File: config.mk
export PLATFORM = sky130hd
export DESIGN_NAME = csr_trap_unit
export DESIGN_NICKNAME = d
export VERILOG_FILES = /design/src/rtl/csr_trap_unit.sv
export SDC_FILE = /design/constraint.sdc
export NUM_CORES = 1
export LEC_CHECK = 0
export ABC_AREA = 1
export BUFFER_PORTS_ARGS = -buffer_cell sky130_fd_sc_hd__buf_2
export CORE_MARGIN = 5
export CORE_UTILIZATION = 25
export DETAILED_ROUTE_END_ITERATION = 12
export GPL_TIMING_DRIVEN = 0
export HOLD_SLACK_MARGIN = 0.08
export PLACE_DENSITY = 0.45
export SYNTH_ARGS = -nofsm -noshare
export SYNTH_HDL_FRONTEND = slang
export SYNTH_SLANG_ARGS = --single-unit
export TNS_END_PERCENT = 5
File: constraint.sdc
create_clock -name clk -period 7.45 [get_ports clk]
set_clock_uncertainty 0.05 [all_clocks]
set_input_delay 0.745 -clock clk [delete_from_list [all_inputs] [get_ports clk]]
set_output_delay 0.745 -clock clk [all_outputs]
set_load 0.03 [all_outputs]
File: src/rtl/csr_trap_unit.sv
// Machine-mode CSR file with trap entry/return, interrupt pending logic and cycle/instret counters.
// Define CSR_INSTRET_EN to build minstret/minstreth (0xB02/0xB82); otherwise those addresses are illegal.
module csr_trap_unit #(
   parameter logic [31:0] MTVEC_RESET = 32'h0000_0000,
   parameter logic [31:0] MVENDORID   = 32'h0131_09F5,
   parameter int unsigned CNT_WIDTH   = 64
) (
   input  logic        clk,
   input  logic        rst,
   input  logic        csr_en,
   input  logic [1:0]  csr_op,
   input  logic        csr_nowr,
   input  logic [11:0] csr_addr,
   input  logic [31:0] csr_wdata,
   output logic [31:0] csr_rdata_o,
   output logic        illegal_o,
   input  logic        retire,
   input  logic        trap_valid,
   input  logic [31:0] trap_cause,
   input  logic [31:0] trap_pc,
   input  logic [31:0] trap_tval,
   input  logic        mret,
   input  logic        irq_ext,
   input  logic        irq_timer,
   output logic        irq_pending_o,
   output logic [31:0] trap_vector_o,
   output logic [31:0] mepc_o
);

   localparam logic [1:0] OP_NONE = 2'b00;
   localparam logic [1:0] OP_RW   = 2'b01;
   localparam logic [1:0] OP_RS   = 2'b10;

   logic                 mstatus_mie_q, mstatus_mie_d;
   logic                 mstatus_mpie_q, mstatus_mpie_d;
   logic                 mie_meie_q, mie_meie_d;
   logic                 mie_mtie_q, mie_mtie_d;
   logic                 mip_meip_q, mip_mtip_q;
   logic [31:0]          mtvec_q, mtvec_d;
   logic [31:0]          mscratch_q, mscratch_d;
   logic [31:0]          mepc_q, mepc_d;
   logic [31:0]          mcause_q, mcause_d;
   logic [31:0]          mtval_q, mtval_d;
   logic [CNT_WIDTH-1:0] mcycle_q, mcycle_d;
   logic [63:0]          cyc64;

   logic        implemented;
   logic        wr_attempt;
   logic        illegal;
   logic        wr_en;
   logic [31:0] old_val;
   logic [31:0] new_val;
   logic [31:0] vec_base;

   assign cyc64 = 64'(mcycle_q);

`ifdef CSR_INSTRET_EN
   logic [CNT_WIDTH-1:0] minstret_q, minstret_d;
   logic [63:0]          ret64;
   assign ret64 = 64'(minstret_q);
`else
   logic unused_retire;
   assign unused_retire = retire;
`endif

   // Read mux and address decode; old_val is the pre-write value seen by RS/RC.
   always_comb begin
      implemented = 1'b1;
      old_val     = '0;
      case (csr_addr)
         12'h300: old_val = {19'b0, 2'b11, 3'b0, mstatus_mpie_q, 3'b0, mstatus_mie_q, 3'b0};
         12'h301: old_val = 32'h4000_0100;
         12'h304: old_val = {20'b0, mie_meie_q, 3'b0, mie_mtie_q, 7'b0};
         12'h305: old_val = mtvec_q;
         12'h340: old_val = mscratch_q;
         12'h341: old_val = mepc_q;
         12'h342: old_val = mcause_q;
         12'h343: old_val = mtval_q;
         12'h344: old_val = {20'b0, mip_meip_q, 3'b0, mip_mtip_q, 7'b0};
         12'hB00: old_val = cyc64[31:0];
         12'hB80: old_val = cyc64[63:32];
`ifdef CSR_INSTRET_EN
         12'hB02: old_val = ret64[31:0];
         12'hB82: old_val = ret64[63:32];
`endif
         12'hF11: old_val = MVENDORID;
         default: implemented = 1'b0;
      endcase
   end

   always_comb begin
      case (csr_op)
         OP_RW:   new_val = csr_wdata;
         OP_RS:   new_val = old_val | csr_wdata;
         default: new_val = old_val & ~csr_wdata;
      endcase
   end

   assign wr_attempt  = (csr_op != OP_NONE) && !csr_nowr;
   assign illegal     = csr_en && (!implemented || (csr_op == OP_NONE) ||
                                   ((csr_addr[11:10] == 2'b11) && wr_attempt));
   // Trap and mret both pre-empt a same-cycle CSR write.
   assign wr_en       = csr_en && !illegal && wr_attempt && !trap_valid && !mret;
   assign illegal_o   = illegal;
   assign csr_rdata_o = (csr_en && !illegal) ? old_val : 32'h0;

   always_comb begin
      mstatus_mie_d  = mstatus_mie_q;
      mstatus_mpie_d = mstatus_mpie_q;
      mie_meie_d     = mie_meie_q;
      mie_mtie_d     = mie_mtie_q;
      mtvec_d        = mtvec_q;
      mscratch_d     = mscratch_q;
      mepc_d         = mepc_q;
      mcause_d       = mcause_q;
      mtval_d        = mtval_q;
      mcycle_d       = mcycle_q + CNT_WIDTH'(1);
`ifdef CSR_INSTRET_EN
      minstret_d     = retire ? minstret_q + CNT_WIDTH'(1) : minstret_q;
`endif
      if (trap_valid) begin
         mepc_d         = trap_pc & ~32'h3;
         mcause_d       = trap_cause;
         mtval_d        = trap_tval;
         mstatus_mpie_d = mstatus_mie_q;
         mstatus_mie_d  = 1'b0;
      end else if (mret) begin
         mstatus_mie_d  = mstatus_mpie_q;
         mstatus_mpie_d = 1'b1;
      end else if (wr_en) begin
         case (csr_addr)
            12'h300: begin
               mstatus_mie_d  = new_val[3];
               mstatus_mpie_d = new_val[7];
            end
            12'h304: begin
               mie_meie_d = new_val[11];
               mie_mtie_d = new_val[7];
            end
            12'h305: mtvec_d    = new_val & ~32'h2;
            12'h340: mscratch_d = new_val;
            12'h341: mepc_d     = new_val & ~32'h3;
            12'h342: mcause_d   = new_val;
            12'h343: mtval_d    = new_val;
            12'hB00: mcycle_d   = CNT_WIDTH'({cyc64[63:32], new_val});
            12'hB80: mcycle_d   = CNT_WIDTH'({new_val, cyc64[31:0]});
`ifdef CSR_INSTRET_EN
            12'hB02: minstret_d = CNT_WIDTH'({ret64[63:32], new_val});
            12'hB82: minstret_d = CNT_WIDTH'({new_val, ret64[31:0]});
`endif
            default: ;
         endcase
      end
   end

   always_ff @(posedge clk) begin
      if (rst) begin
         mstatus_mie_q  <= 1'b0;
         mstatus_mpie_q <= 1'b0;
         mie_meie_q     <= 1'b0;
         mie_mtie_q     <= 1'b0;
         mip_meip_q     <= 1'b0;
         mip_mtip_q     <= 1'b0;
         mtvec_q        <= MTVEC_RESET & ~32'h2;
         mscratch_q     <= '0;
         mepc_q         <= '0;
         mcause_q       <= '0;
         mtval_q        <= '0;
         mcycle_q       <= '0;
`ifdef CSR_INSTRET_EN
         minstret_q     <= '0;
`endif
      end else begin
         mstatus_mie_q  <= mstatus_mie_d;
         mstatus_mpie_q <= mstatus_mpie_d;
         mie_meie_q     <= mie_meie_d;
         mie_mtie_q     <= mie_mtie_d;
         mip_meip_q     <= irq_ext;
         mip_mtip_q     <= irq_timer;
         mtvec_q        <= mtvec_d;
         mscratch_q     <= mscratch_d;
         mepc_q         <= mepc_d;
         mcause_q       <= mcause_d;
         mtval_q        <= mtval_d;
         mcycle_q       <= mcycle_d;
`ifdef CSR_INSTRET_EN
         minstret_q     <= minstret_d;
`endif
      end
   end

   assign irq_pending_o = mstatus_mie_q & ((mip_meip_q & mie_meie_q) | (mip_mtip_q & mie_mtie_q));

   // Vectored mode offsets only asynchronous causes (interrupts).
   assign vec_base      = {mtvec_q[31:2], 2'b00};
   assign trap_vector_o = (mtvec_q[0] && trap_cause[31]) ?
                          vec_base + {25'b0, trap_cause[4:0], 2'b00} : vec_base;
   assign mepc_o        = mepc_q;

endmodule
==> qor.yml, run 1 <==
worstHoldPathType: "in -> reg"
clkSinkCount: 227
max_slew_margin_pct: 4.817
portBuffers: 240
drive_above_1_share_pct: 11.28
grt_start_max_net_pins: 17
maxCapViolations: 0
worst_slew_pin_slew_ns: 1.422
cp-startpoint: "csr_addr[7]"
dp_cells: 3917
syn_to_final_growth_pct: 20.78
place_area_sq_um: 18580
insertion_delay_ns: 0.63
cp-start-kind: "primary input"
status: "complete, no violations"
antenna_found_initial: 12
reg2reg_to: "cyc64[60]"
detail-route-antenna-nets: 0
drc_errors: 0
numCtsBuffers: 31
core-area_sq_um: 64460
ctsResizeCount: 0
power.total_mw: 3.491
fp.dieH_microns: 265.4
fp.dieArea_sq_um: 70410
initial_core_util_pct: 25.29
via_per_inst: 5.520
hold_violations: 0
setup_ws_ns: 1.788
synthCells: 2819
first_global_vias: 20120
ios: 249
syn_avg_cell_area_sq_um: 5.783
fin_nets: 3256
fin_cells: 3983
crit_arrival_ns: 4.87
synth.distinct_cells: 43
synthArstFlopShare_pct: 0
slew_viol_final: 0
clkTransAtPathRegs_ns: 0.06
track_usage_pct: 30.35
worstSetupEndpointType: "primary output"
drt_iter0_markers: 3384
cts_tree: "done"
synth_warnings: 0
power_density_nw_per_um2: 177.3
finalCriticalPeriod_ns: 5.662
hold_buffers: 0
r2r_slack_ns: 3.74
rows: 93
ctsHtreeMaxLevel: 1
ys.flop_type: "dfxtp_1"
post_drt_wl_per_cell_microns: 28.49
vdd_ir_drop_max_mv: 0.1744
hpwlAfterDp_mm: 89.97
ff2ff_path_depth: 16
clockBufferDepth: 3
fmax_mhz: 176.6
path_cells: "buf_2 -> inv_2 -> nand3_1 -> nor2_2 -> nand2_1 -> nor2_1 -> inv_2 -> clkbuf_1 -> o22ai_1 -> nor3_1 -> nor2_1 -> buf_2"
worstSetupPathType: "in -> out"
leakagePower_nw: 8.582
finalCritPeriodShare_pct: 75.99
die_x_microns: 265.4
setup.worst_path.end: "csr_rdata_o[31]"
cp.required_ns: 6.65
worstPathMaxFanout: 10
overflow: 0
rsz0062_at_grt: "false"
dr.pass1.iters: 6
crit_path_max_incr_delay_ns: 1.10
dp_slack_ns: 2.171
synth.yosys.seq_area_share_pct: 27.88
crit_slowest_cell: "nor2_1"
gp_congestion: 1.039
cts_root_buf: "clkbuf_16"
syn_area_sq_um: 16300
setup_viol: 0
r2r-start: "cyc64[0]"
final_area_sq_um: 19690
drt_wl_total_mm: 113.5
grt_pass1_wl_mm: 154.0
num_vias: 21990
postCtsSetupBuffers: 0
ys_seq_elements: 227
synth-edff-count: 0
fin_tns_setup_ns: 0
-- power by group --
group	switching, mW	internal, mW
Sequential	0.0434	1.25
Combinational	0.426	0.125
Clock	0.671	0.970
Total	1.14	2.35
-- sequential cells by signal, summed over array words and instances (netlist names), 30 cells and up --
name        flops
mepc_o         30
mtval_q        32
mtvec_q        31
mcause_q       32
cyc64          64
mscratch_q     32
-- final cells by class --
cell class,count,area (sq um)
Fill cell,7589,44780
Tap cell,855,1070
Timing Repair Buffer,240,1201
Multi-Input combinational cell,2113,9915
Clock buffer,42,887.1
Sequential cell,227,4544
Inverter,335,1257
Buffer,147,596.8
Antenna cell,8,20.02
Clock inverter,16,197.7
-- cells in the mapped netlist (all sizes together) (9+ instances only) --
cell type / count / area share (%)
inv: 334 / 7.7
xor2: 47 / 2.5
o22ai: 59 / 2.3
nor3: 66 / 2.0
a21oi: 242 / 7.4
o211ai: 14 / 0.64
nand4: 35 / 1.4
dfxtp: 227 / 28
nand3: 178 / 5.5
o21ai: 316 / 9.7
nor2: 348 / 8.4
nand3b: 9 / 0.41
nand2: 721 / 17
clkbuf: 108 / 2.5
buf: 39 / 1.2
nor4: 16 / 0.61
ha: 9 / 0.69
-- layer usage --
layer | track usage, % | part of all wire (%)
met4 | 14.73 | 6.1
met1 | 42.17 | 42
met5 | 0 | 0.035
met2 | 43.41 | 40
met3 | 8.075 | 12
-- cell usage in the layout, fill, tap and decap left out, types with 5 or more instances in the layout --
master     count
a21oi_1      242
a41oi_1        6
buf_1         11
buf_2        264
clkbuf_1     112
clkbuf_16     31
clkbuf_8       7
clkinv_2      10
dfxtp_1      227
diode_2        8
ha_1           9
inv_1        329
inv_2          5
nand2_1      719
nand3_1      178
nand3b_1       9
nand4_1       34
nor2_1       334
nor2_2        10
nor3_1        66
nor4_1        16
o2111ai_1      7
o211ai_1      14
o21ai_0      312
o22ai_1       59
or2_2          7
xnor2_1        8
xor2_1        47
-- how the worst min path moves through the flow --
| stage | from | end | depth (start not counted) |
|---|---|---|---|
| after floorplan | mtval_q[20] | mtval_q[20] | 2 |
| after global placement | mtval_q[18] | mtval_q[18] | 2 |
| after detailed placement | mtval_q[31] | mtval_q[31] | 2 |
| after CTS | irq_ext | mip_meip_q | 3 |
| after global routing | irq_ext | mip_meip_q | 3 |
| final | irq_ext | mip_meip_q | 3 |
-- kinds of logic (layout without fill, tap and decap cells) --
logic type | count (synthesis) | count (layout) | synth area share, %
buffers and inverters | 482 | 780 | 11.37
adders and majority gates | 10 | 10 | 0.8136
other | 1 | 12 | 0.02300
AOI/OAI and AO/OA | 662 | 662 | 21.67
xor gates and xnor gates | 55 | 55 | 2.955
and+or+nand+nor | 1382 | 1382 | 35.28
DFF | 227 | 227 | 27.88
-- worst max-delay path, delay by kind of cell --
| kind | cells | cell delay, ns |
|---|---|---|
| simple gates | 6 | 2.27 |
| buf+inv | 5 | 1.57 |
| compound gates | 1 | 0.26 |
-- through the flow --
stage | hold WS [ns] | utilization [%]
6_report | 0.2925 | 30.54
5_1_grt | 0.3087 | 30.52
4_1_cts | 0.2886 | 30.51
3_5_place_dp | 0.4121 | 28.83
3_3_place_gp | 0.4062 | 28.83
2_1_floorplan | 0.3944 | -
(Power assumes the default switching activity.)
==> inputs of run 2 (changes only) <==
--- a/config.mk
+++ b/config.mk
@@ -12,7 +12,7 @@
 export DETAILED_ROUTE_END_ITERATION = 12
 export GPL_TIMING_DRIVEN = 0
 export HOLD_SLACK_MARGIN = 0.08
-export PLACE_DENSITY = 0.45
+export PLACE_DENSITY = 0.46
 export SYNTH_ARGS = -nofsm -noshare
 export SYNTH_HDL_FRONTEND = slang
 export SYNTH_SLANG_ARGS = --single-unit
==> constraint.sdc (replaced) <==
create_clock -name clk -period 5.15 [get_ports clk]
set_clock_uncertainty 0.05 [all_clocks]
set_input_delay 0.515 -clock clk [delete_from_list [all_inputs] [get_ports clk]]
set_output_delay 0.515 -clock clk [all_outputs]
set_load 0.03 [all_outputs]
==> qor.yml, run 2 (synthesized netlist as in run 1, its figures left out) <==
clkTransAtPathRegs_ns: 0.06  # about the same
hold_violations: 0  # unchanged
ios: 249  # unchanged
numCtsBuffers: 30  # was 31
r2r-start: "cyc64[0]"  # unchanged
r2r_slack_ns: 1.45  # was 3.74 ns
power_density_nw_per_um2: 255.4  # was 177.3 nW/um^2
final_cell_mix: "719 x nand2_1, 334 x nor2_1, 329 x inv_1"  # unchanged
maxCapViolations: 0  # unchanged
crit_slowest_cell: "nor2_1"  # unchanged
ff2ff_path_depth: 16  # unchanged
worstSetupEndpointType: "primary output"  # unchanged
fmax_mhz: 188.1
cp.required_ns: 4.59  # was 6.65 ns
worstPathMaxFanout: 10  # unchanged
die_x_microns: 265.4  # unchanged
fp.dieArea_sq_um: 70410  # unchanged
post_drt_wl_per_cell_microns: 28.90  # was 28.49 microns
drc_errors: 0  # unchanged
finalCritPeriodShare_pct: 103.2
largest_register_ffs: 64  # unchanged
dr.pass1.iters: 7  # was 6
core-area_sq_um: 64460  # unchanged
num_vias: 21820  # was 21990
holdPathStages: 3  # unchanged
worstSetupPathType: "in -> out"  # unchanged
path_cells: "buf_2 -> inv_2 -> nand3_1 -> nor2_2 -> nand2_1 -> nor2_1 -> inv_2 -> clkbuf_1 -> o22ai_1 -> nor3_1 -> nor2_1 -> buf_2"  # unchanged
drive_above_1_share_pct: 11.35  # was 11.28%
worst-path-buf-inv: 5  # unchanged
gp_congestion: 1.055  # was 1.039
antenna_found_initial: 8  # was 12
fp.dieH_microns: 265.4  # unchanged
crit_path_max_incr_delay_ns: 1.04  # was 1.10 ns
crit_arrival_ns: 4.75  # was 4.87 ns
ctsHtreeMaxLevel: 1  # unchanged
drt_wl_total_mm: 115.0  # was 113.5 mm
rsz0062_at_grt: "false"  # unchanged
via_per_inst: 5.486  # was 5.520
detail-route-antenna-nets: 0  # unchanged
max_slew_margin_pct: 8.395  # was 4.817%
worst_slew_pin_slew_ns: 1.369  # was 1.422 ns
cp-start-kind: "primary input"  # unchanged
overflow: 0  # unchanged
clockBufferDepth: 3  # unchanged
drt_iter0_markers: 3280  # was 3384
setup_ws_ns: -0.1667  # was 1.788 ns
reg2reg_to: "cyc64[60]"  # unchanged
grt_start_max_net_pins: 16  # was 17
multiInputGateArea_sq_um: 9915  # unchanged
insertion_delay_ns: 0.61  # was 0.63 ns
cts_root_buf: "clkbuf_16"  # unchanged
postCtsSetupBuffers: 0  # unchanged
final_area_sq_um: 19680  # was 19690 sq um
ctsResizeCount: 0  # unchanged
violations: "negative setup slack"
track_usage_pct: 30.87  # was 30.35%
fin_nets: 3257  # was 3256
hold_path_end: "mcause_q[20]"  # was mip_meip_q
setup_viol: 2  # was 0
status: "finished, violations left"  # was complete, no violations
slew_viol_final: 0  # unchanged
final_common_cell: "nand2_1"  # unchanged
num-fill-cells: 7608  # was 7589
place_area_sq_um: 18580  # unchanged
vdd_ir_drop_max_mv: 0.2420  # was 0.1744 mV
hpwlAfterDp_mm: 91.40  # was 89.97 mm
fin_hold_ws_ns: 0.1370  # was 0.2925 ns
portBuffers: 240  # unchanged
rows: 93  # unchanged
seqCellArea_sq_um: 4544  # unchanged
clkSinkCount: 227  # unchanged
first_global_vias: 20180  # was 20120
min-delay-start: "trap_cause[20]"  # was irq_ext
grt_pass1_wl_mm: 156.0  # was 154.0 mm
crit_family: "simple AND/OR/NAND/NOR gates"  # unchanged
finalCriticalPeriod_ns: 5.317
leakagePower_nw: 8.550  # was 8.582 nW
initial_core_util_pct: 25.29  # unchanged
syn_to_final_growth_pct: 20.75  # was 20.78%
cts_tree: "done"  # unchanged
worstHoldPathType: "in -> reg"  # unchanged
==> run 2: cell count changes in the layout (fill, tap and decap cells not counted), moves of 2 or more <==
cell / change
clkinvlp_4: +7
clkbuf_8: -6
inv_6: +3
clkinv_2: -6
clkbuf_1: -4
dlygate4sd3_1: +2
diode_2: -6
clkinv_4: +3
==> run 2: repair_timing <==
action                                  CTS  global route
endpoints found under the setup margin    0             0
hold buffers                              2             0
hold endpoints to repair                  2             0
==> run 2: worst max-delay path by stage <==
stage | from | endpoint | slack (ns) | cells past startpoint
floorplan | trap_cause[0] | trap_vector_o[30] | 1.89 | 15
global route | csr_addr[7] | csr_rdata_o[16] | 0.04 | 12
detailed placement | csr_addr[7] | csr_rdata_o[16] | 0.29 | 12
finish | csr_addr[7] | csr_rdata_o[16] | -0.17 | 12
global placement | csr_addr[7] | csr_rdata_o[16] | 0.31 | 12
CTS | csr_addr[7] | csr_rdata_o[16] | 0.28 | 12
==> run 2: metal layers <==
metal / global-route usage [%] / vias up / wire (microns)
met1: 42.59 / 10380 / 48440
met2: 44.22 / 1377 / 45670
met3: 9.204 / 265 / 14090
met4: 14.11 / 4 / 6726
li1: - / 9794 / -
met5: 0 / - / 27
==> run 2: worst register-to-register path, cell delays in order, from the launching register on <==
cell and delay [ns]:
dfxtp_1 0.53, ha_1 0.25, nand3_1 0.21, inv_1 0.10, nand2_1 0.08, nor2_2 0.19, nand2_1 0.15, nor2_2 0.19
nand2_1 0.25, nor2_2 0.35, nand2_1 0.20, nor3_1 0.60, nand3_1 0.14, nand3_1 0.11, nand3_1 0.08, nand2_1 0.09
inv_1 0.03
==> run 2: area by class of cell <==
| class | count | share of cell area, % |
|---|---|---|
| Antenna cell | 2 | 0.02543 |
| Buffer | 147 | 3.032 |
| Clock buffer | 31 | 3.884 |
| Clock inverter | 25 | 1.576 |
| Inverter | 335 | 6.388 |
| Multi-Input combinational cell | 2113 | 50.37 |
| Sequential cell | 227 | 23.09 |
| Tap cell | 855 | 5.435 |
| Timing Repair Buffer | 242 | 6.204 |
==> run 2: power by group <==
group	switching (mW)	leakage (nW)	internal [mW]	total, mW
Clock	1.01	0.503	1.35	2.35
Combinational	0.613	6.20	0.183	0.795
Sequential	0.0620	1.85	1.81	1.88
Total	1.68	8.55	3.35	5.03
==> run 2: stage by stage <==
stage                     utilization [%]  cells  power, mW  TNS [ns]  setup slack (ns)
after floorplan                         -   2822      2.247         0             1.895
after global placement              28.83   3917      2.676         0            0.3074
after detailed placement            28.83   3917      2.671         0            0.2898
after CTS                           30.53   3975      4.999         0            0.2775
after global routing                30.53   3975      5.137         0           0.04194
final                               30.53   3977      5.026   -0.2409           -0.1667
